## src/rtl/irig_frame_accumulator_if.sv

```systemverilog
// Bit-classifier to frame-accumulator link: per-bit strobes in, committed timestamp out.
interface irig_frame_accumulator_if #(
  parameter int unsigned SBS_WIDTH = 17
);
  logic                 bit_valid;
  logic [2:0]           ts_select;
  logic [3:0]           bit_idx;
  logic [1:0]           digit_idx;
  logic                 bit_value;
  logic                 frame_start;
  logic                 frame_end;

  logic [5:0]           ts_second;
  logic [5:0]           ts_minute;
  logic [4:0]           ts_hour;
  logic [8:0]           ts_day;
  logic [6:0]           ts_year;
  logic [SBS_WIDTH-1:0] ts_sec_day;
  logic                 ts_valid;
  logic                 ts_err;
  logic [15:0]          frame_cnt;

  modport master (
    output bit_valid, ts_select, bit_idx, digit_idx, bit_value, frame_start, frame_end,
    input  ts_second, ts_minute, ts_hour, ts_day, ts_year, ts_sec_day, ts_valid, ts_err,
           frame_cnt
  );

  modport slave (
    input  bit_valid, ts_select, bit_idx, digit_idx, bit_value, frame_start, frame_end,
    output ts_second, ts_minute, ts_hour, ts_day, ts_year, ts_sec_day, ts_valid, ts_err,
           frame_cnt
  );
endinterface

```

## src/rtl/irig_frame_accumulator.sv

```systemverilog
// Accumulates IRIG BCD/SBS bits into working fields and commits them atomically on frame end,
// with per-digit BCD validity and field range checking.
module irig_frame_accumulator #(
  parameter int unsigned SBS_WIDTH = 17,
  parameter bit          YEAR_EN   = 1'b1,
  parameter bit          CHECK_EN  = 1'b1
) (
  input logic                     clk_i,
  input logic                     rst_ni,
  irig_frame_accumulator_if.slave bus_io
);

  typedef struct packed {
    logic [5:0]           sec;
    logic [5:0]           min;
    logic [4:0]           hour;
    logic [8:0]           day;
    logic [6:0]           year;
    logic [SBS_WIDTH-1:0] sbs;
  } fields_t;

  fields_t    work_q, work_d, add, upd, ts_q, ts_d;
  logic       err_q, err_d;
  logic [3:0] shadow_q, shadow_d;
  logic [2:0] last_sel_q, last_sel_d;
  logic [1:0] last_dig_q, last_dig_d;
  logic       valid_q, valid_d;
  logic       ts_err_q, ts_err_d;
  logic [15:0] cnt_q, cnt_d;

  logic        is_bcd, is_sbs, idx_err, err_keep, err_fresh, err_upd, range_err;
  logic [15:0] pow10, weight;
  logic [5:0]  sbs_pos;
  logic [3:0]  bit_nib, shadow_keep;

  always_comb begin
    is_bcd = bus_io.bit_valid && (bus_io.ts_select >= 3'd1) && (bus_io.ts_select <= 3'd5) &&
             (YEAR_EN || (bus_io.ts_select != 3'd5));
    is_sbs = bus_io.bit_valid && (bus_io.ts_select == 3'd6);

    case (bus_io.digit_idx)
      2'd0:    pow10 = 16'd1;
      2'd1:    pow10 = 16'd10;
      2'd2:    pow10 = 16'd100;
      default: pow10 = 16'd1000;
    endcase
    weight = bus_io.bit_value ? 16'((16'd1 << bus_io.bit_idx) * pow10) : '0;

    add = '0;
    if (is_bcd) begin
      case (bus_io.ts_select)
        3'd1:    add.sec  = weight[5:0];
        3'd2:    add.min  = weight[5:0];
        3'd3:    add.hour = weight[4:0];
        3'd4:    add.day  = weight[8:0];
        default: add.year = weight[6:0];
      endcase
    end

    // Bits landing beyond the configured SBS width are dropped.
    sbs_pos = 6'(bus_io.digit_idx) * 6'd9 + 6'(bus_io.bit_idx);
    for (int unsigned i = 0; i < SBS_WIDTH; i++) begin
      if (sbs_pos == 6'(i)) add.sbs[i] = is_sbs && bus_io.bit_value;
    end

    upd.sec  = work_q.sec + add.sec;
    upd.min  = work_q.min + add.min;
    upd.hour = work_q.hour + add.hour;
    upd.day  = work_q.day + add.day;
    upd.year = work_q.year + add.year;
    upd.sbs  = work_q.sbs | add.sbs;

    // Shadow nibble restarts whenever the (field, decade) pair changes between strobes.
    bit_nib = '0;
    if (bus_io.bit_value && (bus_io.bit_idx < 4'd4)) bit_nib[bus_io.bit_idx[1:0]] = 1'b1;
    shadow_keep = (((bus_io.ts_select == last_sel_q) && (bus_io.digit_idx == last_dig_q)) ?
                   shadow_q : 4'd0) | bit_nib;
    idx_err   = (bus_io.bit_idx > 4'd3) || (bus_io.digit_idx == 2'd3);
    err_keep  = CHECK_EN && is_bcd && (idx_err || (shadow_keep > 4'd9));
    err_fresh = CHECK_EN && is_bcd && idx_err;
    err_upd   = err_q || err_keep;
    range_err = (upd.sec > 6'd59) || (upd.min > 6'd59) || (upd.hour > 5'd23) ||
                (upd.day == 9'd0) || (upd.day > 9'd366);

    work_d     = upd;
    err_d      = err_upd;
    shadow_d   = is_bcd ? shadow_keep : shadow_q;
    last_sel_d = is_bcd ? bus_io.ts_select : last_sel_q;
    last_dig_d = is_bcd ? bus_io.digit_idx : last_dig_q;
    if (bus_io.frame_start) begin
      if (bus_io.frame_end) begin
        // Commit already took the bit; the next frame starts empty.
        work_d   = '0;
        err_d    = 1'b0;
        shadow_d = '0;
      end else begin
        work_d   = add;
        err_d    = err_fresh;
        shadow_d = is_bcd ? bit_nib : 4'd0;
      end
    end

    ts_d     = ts_q;
    ts_err_d = ts_err_q;
    cnt_d    = cnt_q;
    valid_d  = bus_io.frame_end;
    if (bus_io.frame_end) begin
      ts_d     = upd;
      ts_err_d = CHECK_EN && (err_upd || range_err);
      cnt_d    = cnt_q + 16'd1;
    end
  end

  always_ff @(posedge clk_i) begin
    if (!rst_ni) begin
      work_q     <= '0;
      err_q      <= 1'b0;
      shadow_q   <= '0;
      last_sel_q <= '0;
      last_dig_q <= '0;
      ts_q       <= '0;
      valid_q    <= 1'b0;
      ts_err_q   <= 1'b0;
      cnt_q      <= '0;
    end else begin
      work_q     <= work_d;
      err_q      <= err_d;
      shadow_q   <= shadow_d;
      last_sel_q <= last_sel_d;
      last_dig_q <= last_dig_d;
      ts_q       <= ts_d;
      valid_q    <= valid_d;
      ts_err_q   <= ts_err_d;
      cnt_q      <= cnt_d;
    end
  end

  assign bus_io.ts_second  = ts_q.sec;
  assign bus_io.ts_minute  = ts_q.min;
  assign bus_io.ts_hour    = ts_q.hour;
  assign bus_io.ts_day     = ts_q.day;
  assign bus_io.ts_year    = YEAR_EN ? ts_q.year : 7'd0;
  assign bus_io.ts_sec_day = ts_q.sbs;
  assign bus_io.ts_valid   = valid_q;
  assign bus_io.ts_err     = ts_err_q;
  assign bus_io.frame_cnt  = cnt_q;

endmodule

```

## src/flat_wrapper.sv

```systemverilog
// flat-port wrapper written by rule: the top's interface ports become plain ports
module irig_frame_accumulator_flat 
#(
  parameter int unsigned SBS_WIDTH = 17,
  parameter bit          YEAR_EN   = 1'b1,
  parameter bit          CHECK_EN  = 1'b1
)
  (clk_i, rst_ni, bus_io_bit_valid, bus_io_ts_select, bus_io_bit_idx, bus_io_digit_idx, bus_io_bit_value, bus_io_frame_start, bus_io_frame_end, bus_io_ts_second, bus_io_ts_minute, bus_io_ts_hour, bus_io_ts_day, bus_io_ts_year, bus_io_ts_sec_day, bus_io_ts_valid, bus_io_ts_err, bus_io_frame_cnt);
  irig_frame_accumulator_if #(.SBS_WIDTH(SBS_WIDTH)) bus_io_i ();
  input logic clk_i;
  input logic rst_ni;
  input wire logic [$bits(bus_io_i.bit_valid)-1:0] bus_io_bit_valid;
  input wire logic [$bits(bus_io_i.ts_select)-1:0] bus_io_ts_select;
  input wire logic [$bits(bus_io_i.bit_idx)-1:0] bus_io_bit_idx;
  input wire logic [$bits(bus_io_i.digit_idx)-1:0] bus_io_digit_idx;
  input wire logic [$bits(bus_io_i.bit_value)-1:0] bus_io_bit_value;
  input wire logic [$bits(bus_io_i.frame_start)-1:0] bus_io_frame_start;
  input wire logic [$bits(bus_io_i.frame_end)-1:0] bus_io_frame_end;
  output wire logic [$bits(bus_io_i.ts_second)-1:0] bus_io_ts_second;
  output wire logic [$bits(bus_io_i.ts_minute)-1:0] bus_io_ts_minute;
  output wire logic [$bits(bus_io_i.ts_hour)-1:0] bus_io_ts_hour;
  output wire logic [$bits(bus_io_i.ts_day)-1:0] bus_io_ts_day;
  output wire logic [$bits(bus_io_i.ts_year)-1:0] bus_io_ts_year;
  output wire logic [$bits(bus_io_i.ts_sec_day)-1:0] bus_io_ts_sec_day;
  output wire logic [$bits(bus_io_i.ts_valid)-1:0] bus_io_ts_valid;
  output wire logic [$bits(bus_io_i.ts_err)-1:0] bus_io_ts_err;
  output wire logic [$bits(bus_io_i.frame_cnt)-1:0] bus_io_frame_cnt;
  assign bus_io_i.bit_valid = bus_io_bit_valid;
  assign bus_io_i.ts_select = bus_io_ts_select;
  assign bus_io_i.bit_idx = bus_io_bit_idx;
  assign bus_io_i.digit_idx = bus_io_digit_idx;
  assign bus_io_i.bit_value = bus_io_bit_value;
  assign bus_io_i.frame_start = bus_io_frame_start;
  assign bus_io_i.frame_end = bus_io_frame_end;
  assign bus_io_ts_second = bus_io_i.ts_second;
  assign bus_io_ts_minute = bus_io_i.ts_minute;
  assign bus_io_ts_hour = bus_io_i.ts_hour;
  assign bus_io_ts_day = bus_io_i.ts_day;
  assign bus_io_ts_year = bus_io_i.ts_year;
  assign bus_io_ts_sec_day = bus_io_i.ts_sec_day;
  assign bus_io_ts_valid = bus_io_i.ts_valid;
  assign bus_io_ts_err = bus_io_i.ts_err;
  assign bus_io_frame_cnt = bus_io_i.frame_cnt;
  irig_frame_accumulator #(.SBS_WIDTH(SBS_WIDTH), .YEAR_EN(YEAR_EN), .CHECK_EN(CHECK_EN)) u_core (.clk_i(clk_i), .rst_ni(rst_ni), .bus_io(bus_io_i));
endmodule
```

## config.mk

```make
export PLATFORM = sky130hd
export DESIGN_NAME = irig_frame_accumulator_flat
export DESIGN_NICKNAME = d
export VERILOG_FILES = /design/src/rtl/irig_frame_accumulator_if.sv /design/src/rtl/irig_frame_accumulator.sv /design/src/flat_wrapper.sv
export SDC_FILE = /design/constraint.sdc
export NUM_CORES = 1
export LEC_CHECK = 0
export ABC_CLOCK_PERIOD_IN_PS = 9200
export CORE_MARGIN = 3
export CORE_UTILIZATION = 25
export CTS_CLUSTER_DIAMETER = 120
export CTS_CLUSTER_SIZE = 12
export DETAILED_ROUTE_END_ITERATION = 8
export SETUP_SLACK_MARGIN = 0.4
export SLEW_MARGIN = 20
export SYNTH_ARGS = -nofsm -noshare
export SYNTH_HDL_FRONTEND = slang
export SYNTH_SLANG_ARGS = --single-unit
```

## constraint.sdc

```tcl
create_clock -name clk_i -period 9.2 [get_ports clk_i]
set_input_delay 1.84 -clock clk_i [delete_from_list [all_inputs] [get_ports clk_i]]
set_output_delay 1.84 -clock clk_i [all_outputs]
set_load 0.005 [all_outputs]
```

Yosys cells after proc, flatten, opt, wreduce, memory -nomap -nowiden. Index checks and enable logic that the tools add are counted.

Add/subtract/negate cells: 7. Multiply operators: 2. Order comparisons: 11. Equal/unequal tests: 26. Shift-type cells: 1. Mux-type cells: 37. Bitwise operators: 2. Reduce and logical (&&, ||, !) cells: 22.

Operator list (number): $mux W50 (2); $eq A6 B4 Y1 const B (8); $mux W33 (1); $pmux W10 S3 (1); $eq A6 B3 Y1 const B (4); $mux W4 (6); $mux W1 (20); $mux W9 (2); $or A17 B17 Y17 (1); $add A16 B1 Y16 const B (1); $mul A16 B10 Y9 (1); $shl A1 B4 Y16 const A (1); $add A6 B6 Y6 (2); $eq A6 B2 Y1 const B (2); $gt A6 B6 Y1 const B (2); $mux W6 (2); $add A9 B9 Y9 (1); $gt A9 B9 Y1 const B (1); $logic_and A1 B1 Y1 (9); $logic_not A9 Y1 (1); $logic_or A1 B1 Y1 (8); $add A7 B7 Y7 (1); $mux W7 (1); $add A6 B4 Y6 (1); 26 further kinds (29).

Flip-flop bits (word level): 128. Input port bits: 15. Logic and storage cells: 127.

Logic depth before layout (Yosys ltp). Gate-level depths: netlist of the first run.

Depth after elaboration: 13. Depth in mapped cells: 25. Mapped depth without buffers: 24.

Worst setup path after synthesis of the first run. No wires, ideal clock.

Path kind: input to register. From: in bus_io_bit_idx[1]. To: reg u_core.ts_err_q (netlist: u_core.bus_io.ts_err). Setup time: 67 ps. Data arrival time: 7078 ps. Required time: 9133 ps. Setup slack: 2056 ps. Stages: 22. Buffers on the path: 1. Cell sequence: dlymetal6s2s_1 -> nor4b_1 -> and2_1 -> fa_1 -> ha_1 -> ha_1 -> inv_1 -> fa_1 -> inv_1 -> ha_1 -> inv_1 -> fa_1 -> nand2b_1 -> a211o_1 -> nor2_1 -> ha_1 -> o21ai_0 -> o21ai_0 -> and4_1 -> or4_1 -> mux2_4 -> a21oi_2.

Longest elaborated chain between the ends: 12. Elaborated cells on any way between the ends: 37. Classes of those cells: 4 x add/sub; 1 x mul; 9 x order compare; 1 x shift; 9 x mux; 1 x bitwise; 12 x reduce/logical.

RTL lines: start: declaration (line flat_wrapper.sv:14) `input wire logic [$bits(bus_io_i.bit_idx)-1:0] bus_io_bit_idx;`; $shl A1 B4 Y16 (line irig_frame_accumulator.sv:47) `weight = bus_io.bit_value ? 16'((16'd1 << bus_io.bit_idx) * pow10) : '0;`; $mul A16 B10 Y9 (line irig_frame_accumulator.sv:47); $mux W9 (line irig_frame_accumulator.sv:47); $mux W6 (line irig_frame_accumulator.sv:51) `case (bus_io.ts_select)`; $mux W33 (line irig_frame_accumulator.sv:50) `if (is_bcd) begin`; $add A6 B6 Y6 (on tied branches) (line irig_frame_accumulator.sv:66, irig_frame_accumulator.sv:67); $gt A6 B6 Y1 (line irig_frame_accumulator.sv:82) `range_err = (upd.sec > 6'd59) || (upd.min > 6'd59) || (upd.hour > 5'd23) ||`; $logic_or A1 B1 Y1 (3 in a row) (line irig_frame_accumulator.sv:82); $logic_or A1 B1 Y1 (line irig_frame_accumulator.sv:83) `(upd.day == 9'd0) || (upd.day > 9'd366);`; $logic_or A1 B1 Y1 (*) (line irig_frame_accumulator.sv:109) `ts_err_d = CHECK_EN && (err_upd || range_err);`; end signal: assignment (line irig_frame_accumulator.sv:133) `ts_err_q <= ts_err_d;`; end: declaration (line irig_frame_accumulator.sv:28) `logic ts_err_q, ts_err_d;`.

Mark *: on every way between the ends. The rest lies on a longest branch, timed or not. A chain may end at the register's enable or synchronous reset.

Final worst setup path of the first run.
From: in bus_io_digit_idx[0]. To: reg u_core.ts_err_q (netlist: u_core.bus_io.ts_err).

Longest elaborated chain between the ends: 13. Elaborated cells on any way between the ends: 35. Classes of those cells: 4 x add/sub; 1 x mul; 5 x order compare; 4 x eq/ne; 8 x mux; 1 x bitwise; 12 x reduce/logical.

RTL lines: start: declaration (line flat_wrapper.sv:15) `input wire logic [$bits(bus_io_i.digit_idx)-1:0] bus_io_digit_idx;`; $eq A2 B2 Y1 (tied with other cells) (line irig_frame_accumulator.sv:41) `case (bus_io.digit_idx)`; $pmux W10 S3 (line irig_frame_accumulator.sv:41); $mul A16 B10 Y9 (line irig_frame_accumulator.sv:47); $mux W9 (line irig_frame_accumulator.sv:47); $mux W6 (line irig_frame_accumulator.sv:51); $mux W33 (line irig_frame_accumulator.sv:50); $add A6 B6 Y6 (on tied branches) (line irig_frame_accumulator.sv:66, irig_frame_accumulator.sv:67); $gt A6 B6 Y1 (line irig_frame_accumulator.sv:82); $logic_or A1 B1 Y1 (3 in a row) (line irig_frame_accumulator.sv:82); $logic_or A1 B1 Y1 (line irig_frame_accumulator.sv:83); $logic_or A1 B1 Y1 (*) (line irig_frame_accumulator.sv:109).

Marked as above.

==> results of run 1 <==
-- routing by layer --
metal	vias up	GRT usage (%)	share of wire [%]
met5	-	0	0.050
met4	2	3.31	1.1
met3	23	3.11	5.4
met2	153	20.4	46
met1	2996	16.8	48
li1	3135	-	-
-- area by class of cell --
cell class	count	area, um^2
multi-input combinational	662	4550
tap	384	480
timing repair buffer	87	853
fill	3115	19800
clock buffer	21	460
clock inverter	11	156
inverter	42	159
sequential	127	2540
-- cell families (layout without fill, tap and decap cells) --
| logic type | after synthesis | count (layout) | share of synthesized area [%] |
|---|---|---|---|
| AOI/OAI and AO/OA | 182 | 182 | 16.6 |
| buffers and inverters | 85 | 161 | 4.60 |
| and+or+nand+nor | 330 | 330 | 20.5 |
| DFF | 127 | 127 | 34.2 |
| xor gates and xnor gates | 57 | 57 | 7.00 |
| muxes | 19 | 19 | 2.63 |
| adders and majority gates | 74 | 74 | 14.5 |
-- Yosys cell counts (all sizes together) (2+ instances only) --
cell type / instances
dfxtp: 127
and3b: 2
nor2: 179
o21bai: 5
a222oi: 3
o211a: 2
fa: 20
nand4: 7
mux2i: 18
buf: 4
a211oi: 30
nand2b: 6
nor4: 3
a2bb2oi: 2
nor2b: 15
o21a: 5
clkbuf: 38
ha: 54
nand2: 44
and2: 23
or3: 3
o22ai: 2
and4: 3
xor2: 21
a21oi: 61
or2: 3
nand3b: 3
o22a: 31
nor3: 10
o21ai: 19
nand3: 16
inv: 42
and3: 8
xnor2: 35
a21o: 14
-- worst min-delay path, stage by stage (launching register included) --
cell     delay [ns]
dfxtp_1        0.31
nand2_1        0.06
a21oi_1        0.05
-- path summary, 6_finish.rpt --
kind                            cells past startpoint                    endpoint  slack (ns)                        from
worst min-delay path                                2  u_core.bus_io.ts_second[3]        0.47  u_core.bus_io.ts_second[3]
worst max-delay path                               23        u_core.bus_io.ts_err        1.51         bus_io_digit_idx[0]
worst min register to register                      2  u_core.bus_io.ts_second[3]        0.47  u_core.bus_io.ts_second[3]
worst max register to register                     10        u_core.bus_io.ts_err        6.10           u_core.work_q[24]
-- per-stage QoR --
| step | hold WS [ns] | area (um^2) | cells |
|---|---|---|---|
| after floorplan | 0.454 | 7430 | 874 |
| after global placement | 0.457 | 8580 | 1302 |
| after detailed placement | 0.460 | 8580 | 1302 |
| after CTS | 0.469 | 9200 | 1334 |
| after global routing | 0.484 | 9200 | 1334 |
| final | 0.468 | 9200 | 1334 |
-- power by group --
part           switching [W]  internal (W)  leakage, nW
Sequential        0.00000667      0.000560         1.03
Combinational      0.0000770     0.0000480         2.32
Clock               0.000263      0.000444        0.290
-- flip-flops by register name, indices dropped and copies added, names as in the netlist --
| name | count |
|---|---|
| u_core.work_q | 50 |
| u_core.bus_io.ts_sec_day | 17 |
| u_core.bus_io.frame_cnt | 16 |
| u_core.bus_io.ts_day | 9 |
| u_core.bus_io.ts_year | 7 |
| u_core.bus_io.ts_minute | 6 |
| u_core.bus_io.ts_second | 6 |
| u_core.bus_io.ts_hour | 5 |
| u_core.last_sel_q | 3 |
| u_core.shadow_q | 3 |
| u_core.last_dig_q | 2 |
| u_core.bus_io.ts_err | 1 |
| u_core.bus_io.ts_valid | 1 |
| u_core.err_q | 1 |
==> impl_metrics.yaml, run 1 <==
hold_path:
  hold_class: "flip-flop to flip-flop"
setup_path:
  crit_top_cell: "ha_1"
  crit_path_max_incr_delay_ns: 0.88
  crit_required_ns: 9.56
  slowest_stage: "clkdlybuf4s50_1"
  crit_path_max_fanout: 18
  cp-end-kind: "flip-flop"
  crit_chain: "clkdlybuf4s50_1 -> nor2b_1 -> and2_1 -> fa_1 -> ha_1 -> ha_1 -> inv_1 -> fa_1 -> inv_1 -> ha_1 -> inv_1 -> fa_1 -> nand2b_1 -> a211o_1 -> nor2_1 -> ha_1 -> nor2_1 -> o21ai_1 -> o211a_1 -> a2bb2oi_1 -> xnor3_1 -> mux2_4 -> a21oi_2"
  crit_arrival_ns: 8.06
  critPathKind: "primary input to flip-flop"
  crit_family: "adder cells"
  critPathBufInv: 4
  start_kind: "primary input"
status:
  outcome: "completed"
die:
  fp.dieW_um: 178
  num_rows: 62
  core_um2: 29000
  start_util_pct: 25.6
  die-area_um2: 31800
  num_io_pins: 83
  die_h_um: 178
layout:
  insertedDiodeCount: 0
  area_growth_pct: 23.8
  nets: 1026
  layout-drive-gt1-share_pct: 5.05
  final_common_cell: "nor2_1"
  fin_util_pct: 31.7
  layout_common_cells: "179 x nor2_1, 127 x dfxtp_1, 81 x clkdlybuf4s50_1, 60 x a21oi_1, 54 x ha_1"
yosys:
  ys_warn_count: 0
  synthesis.nets: 963
  synth_edf_count: 0
  netlist_area_um2: 7430
  ys_types: 62
  ys_seq_area_share_pct: 34.2
  synth_flop_cell: "dfxtp_1"
  synthCells: 874
  synth_top_area_cell: "dfxtp_1"
  async_flop_share_pct: 0
  postSynthAreaPerCell_um2: 8.50
  synth_top_area_share_pct: 34.2
  ys_top_cells_by_area: "dfxtp_1 34%, ha_1 9.1%, nor2_1 9.0%"
  synth_seq_cells: 127
clocking:
  cts.htree.levels: 4
  cts.repair.resized: 0
  path_clk_slew_ns: 0.06
  numCtsBuffers: 17
  clk_latency_ns: 0.43
  cts.path.max_buffers: 2
  cts_hold_buffers: 0
  tritoncts: "built"
  cts_num_sinks: 127
  cts_root_buf: "clkbuf_16"
  post_cts_buffers: 0
power_and_ir_drop:
  power_density_nw_per_um2: 152
  ir_drop_uv: 102
  p_total_w: 0.00140
  p_leak_nw: 3.64
placed_design:
  io_buffers: 82
  hpwl_um: 14100
  gp_congestion: 0.828
  pre_cts_ws_ns: 1.12
sta:
  timing.final.crit_share_pct: 83.6
  slew_viol_final: 0
  fin_ws_ns: 1.51
  tns_ns: 0
  grt_setup_unrepaired: "no"
  tightest_slew_ns: 0.804
  fmax_ghz: 0.130
  finalSetupViolations: 0
  final.min_clock_period_ns: 7.69
  slew_headroom_pct: 46.3
  fin_skew_ns: 0.0131
  finalHoldViolCount: 0
detailed_routing:
  wl_per_cell_um: 14.9
  avgViaCountPerCell: 4.73
  initialDrtViolationCount: 483
  vias: 6309
  drt-total-wl_um: 19800
  drc: 0
  ant_nets: 0
  firstDrtPassIters: 7
job:
  maxCapViolCount: 0
grt:
  grt-ovfl-total: 0
  grt_pass1_vias: 6172
  grt_max_degree: 63
  antenna_found_initial: 1
  grt.total_usage_pct: 12.6
  grt_first_pass_wirelength_um: 32000
No activity file was read; power rests on OpenSTA's default activity.
==> run 2: changes to the inputs <==
--- a/config.mk
+++ b/config.mk
@@ -5,7 +5,7 @@
 export SDC_FILE = /design/constraint.sdc
 export NUM_CORES = 1
 export LEC_CHECK = 0
-export ABC_CLOCK_PERIOD_IN_PS = 9200
+export ABC_CLOCK_PERIOD_IN_PS = 7850
 export CORE_MARGIN = 3
 export CORE_UTILIZATION = 25
 export CTS_CLUSTER_DIAMETER = 120
==> constraint.sdc (replaced) <==
create_clock -name clk_i -period 7.85 [get_ports clk_i]
set_input_delay 1.57 -clock clk_i [delete_from_list [all_inputs] [get_ports clk_i]]
set_output_delay 1.57 -clock clk_i [all_outputs]
set_load 0.005 [all_outputs]
==> impl_metrics.yaml, run 2 (synthesis results as in run 1) <==
sta:
  grt_setup_unrepaired: "no"
  timing.final.crit_share_pct: 89.3
  slew_viol_final: 0
  finalHoldViolCount: 0
  finalSetupViolations: 0
  tightest_slew_ns: 0.896
  final.min_clock_period_ns: 7.01
  fmax_ghz: 0.143
  slew_headroom_pct: 40.2
  fin_skew_ns: 0.00764
  holdWs_ns: 0.469
  tns_ns: 0
die:
  num_rows: 62
  num_io_pins: 83
  fp.dieW_um: 178
  start_util_pct: 25.6
  core_um2: 29000
  die_h_um: 178
  die-area_um2: 31800
setup_path:
  crit_top_cell: "ha_1"
  crit_required_ns: 8.21
  cp-end-kind: "flip-flop"
  slowest_stage: "clkdlybuf4s50_1"
  critPathKind: "primary input to flip-flop"
  start_kind: "primary input"
  crit_path_max_incr_delay_ns: 0.64
  crit_family: "adder cells"
  critPathBufInv: 4
  crit_arrival_ns: 7.37
  crit_path_max_fanout: 11
  crit_chain: "clkdlybuf4s50_1 -> nor2_1 -> and2_1 -> fa_1 -> ha_1 -> ha_1 -> inv_1 -> fa_1 -> inv_1 -> ha_1 -> inv_1 -> fa_1 -> nand2b_1 -> a211o_1 -> nor2_1 -> ha_1 -> o21ai_0 -> o21ai_0 -> and4_1 -> or4_1 -> mux2_4 -> a21oi_2"
grt:
  antenna_found_initial: 0
  grt.total_usage_pct: 12.8
  grt-ovfl-total: 0
  grt_pass1_vias: 6256
  grt_first_pass_wirelength_um: 32500
  grt_max_degree: 65
power_and_ir_drop:
  swShare_pct: 27.7
  power_density_nw_per_um2: 169
  switchingPower_w: 0.000433
  combPwrFrac_pct: 9.7
  seqPwrFrac_pct: 42.5
  clkPwrFrac_pct: 47.7
  internal-power_w: 0.00113
  p_leak_nw: 3.69
  ir_drop_uv: 159
placed_design:
  gp_congestion: 0.811
  hpwl_um: 14000
  io_buffers: 82
  placed_cells_incl_taps: 1314
job:
  maxCapViolCount: 0
clocking:
  path_clk_slew_ns: 0.06
  cts_root_buf: "clkbuf_16"
  tritoncts: "built"
  cts.path.max_buffers: 2
  numCtsBuffers: 17
  clk_latency_ns: 0.43
  cts_num_sinks: 127
  post_cts_buffers: 0
  cts_hold_buffers: 0
  cts.htree.levels: 4
  cts.repair.resized: 0
detailed_routing:
  drc: 0
  top_layer: "met4"
  wl_met2_um: 9050
  wl_met1_um: 9590
  initialDrtViolationCount: 456
  route.met3.wl_um: 961
  firstDrtPassIters: 5
  ant_nets: 0
  vias: 6329
  wl_per_cell_um: 14.8
  avgViaCountPerCell: 4.70
  drt-total-wl_um: 19900
layout:
  regMostFlops: "u_core.work_q"
  nets: 1038
  layout-drive-gt1-share_pct: 6.86
  final_common_cell: "nor2_1"
  stdcell_count: 1346
  area_growth_pct: 24.4
  nFillCells: 3081
  layout_common_cells: "178 x nor2_1, 127 x dfxtp_1, 80 x clkdlybuf4s50_1, 60 x a21oi_1, 54 x ha_1"
  insertedDiodeCount: 0
  largest_register_ffs: 50
hold_path:
  hold_class: "flip-flop to flip-flop"
status:
  outcome: "completed"
run 2: power groups by stage:
| stage | sequential, W | clock [W] | combinational [W] |
|---|---|---|---|
| after floorplan | 0.000678 | 0 | 0.0000917 |
| after global placement | 0.000679 | 0 | 0.000150 |
| after detailed placement | 0.000679 | 0 | 0.000151 |
| after CTS | 0.000664 | 0.000767 | 0.000152 |
| after global routing | 0.000666 | 0.000803 | 0.000167 |
| final | 0.000665 | 0.000746 | 0.000152 |
run 2: routing by layer:
metal | up-vias | global-route usage (%)
li1 | 3161 | -
met1 | 3009 | 17.5
met2 | 130 | 20.3
met3 | 29 | 2.75
met4 | 0 | 3.73
met5 | - | 0
run 2: path summary, 6_finish.rpt:
check | startpoint | endpoint | slack [ns] | cells after the start
max | bus_io_digit_idx[0] | u_core.bus_io.ts_err | 0.84 | 22
min | u_core.bus_io.ts_second[3] | u_core.bus_io.ts_second[3] | 0.47 | 2
max reg2reg | u_core.work_q[24] | u_core.bus_io.ts_err | 4.83 | 10
min reg2reg | u_core.bus_io.ts_second[3] | u_core.bus_io.ts_second[3] | 0.47 | 2
run 2: worst min-delay path: cells and delay by family (launching register included):
family,cells,cell delay (ns)
flops,1,0.31
simple gates,1,0.06
compound gates,1,0.05
run 2: final cells by class:
class                           count  area, um^2  share of cell area, %
Timing Repair Buffer               99         946                   10.2
Inverter                           42         159                   1.72
Clock inverter                     15         129                   1.39
Multi-Input combinational cell    662        4560                   49.4
Clock buffer                       17         425                   4.60
Sequential cell                   127        2540                   27.5
Tap cell                          384         480                   5.20
run 2: stage by stage:
step	util (%)	power (W)	instance area (um^2)	setup slack [ns]
after detailed placement	29.9	0.000830	8670	0.405
after global routing	31.9	0.00164	9250	0.410
after floorplan	-	0.000770	7430	0.976
after global placement	29.9	0.000829	8670	0.410
after CTS	31.8	0.00158	9230	0.796
final	31.9	0.00156	9250	0.838
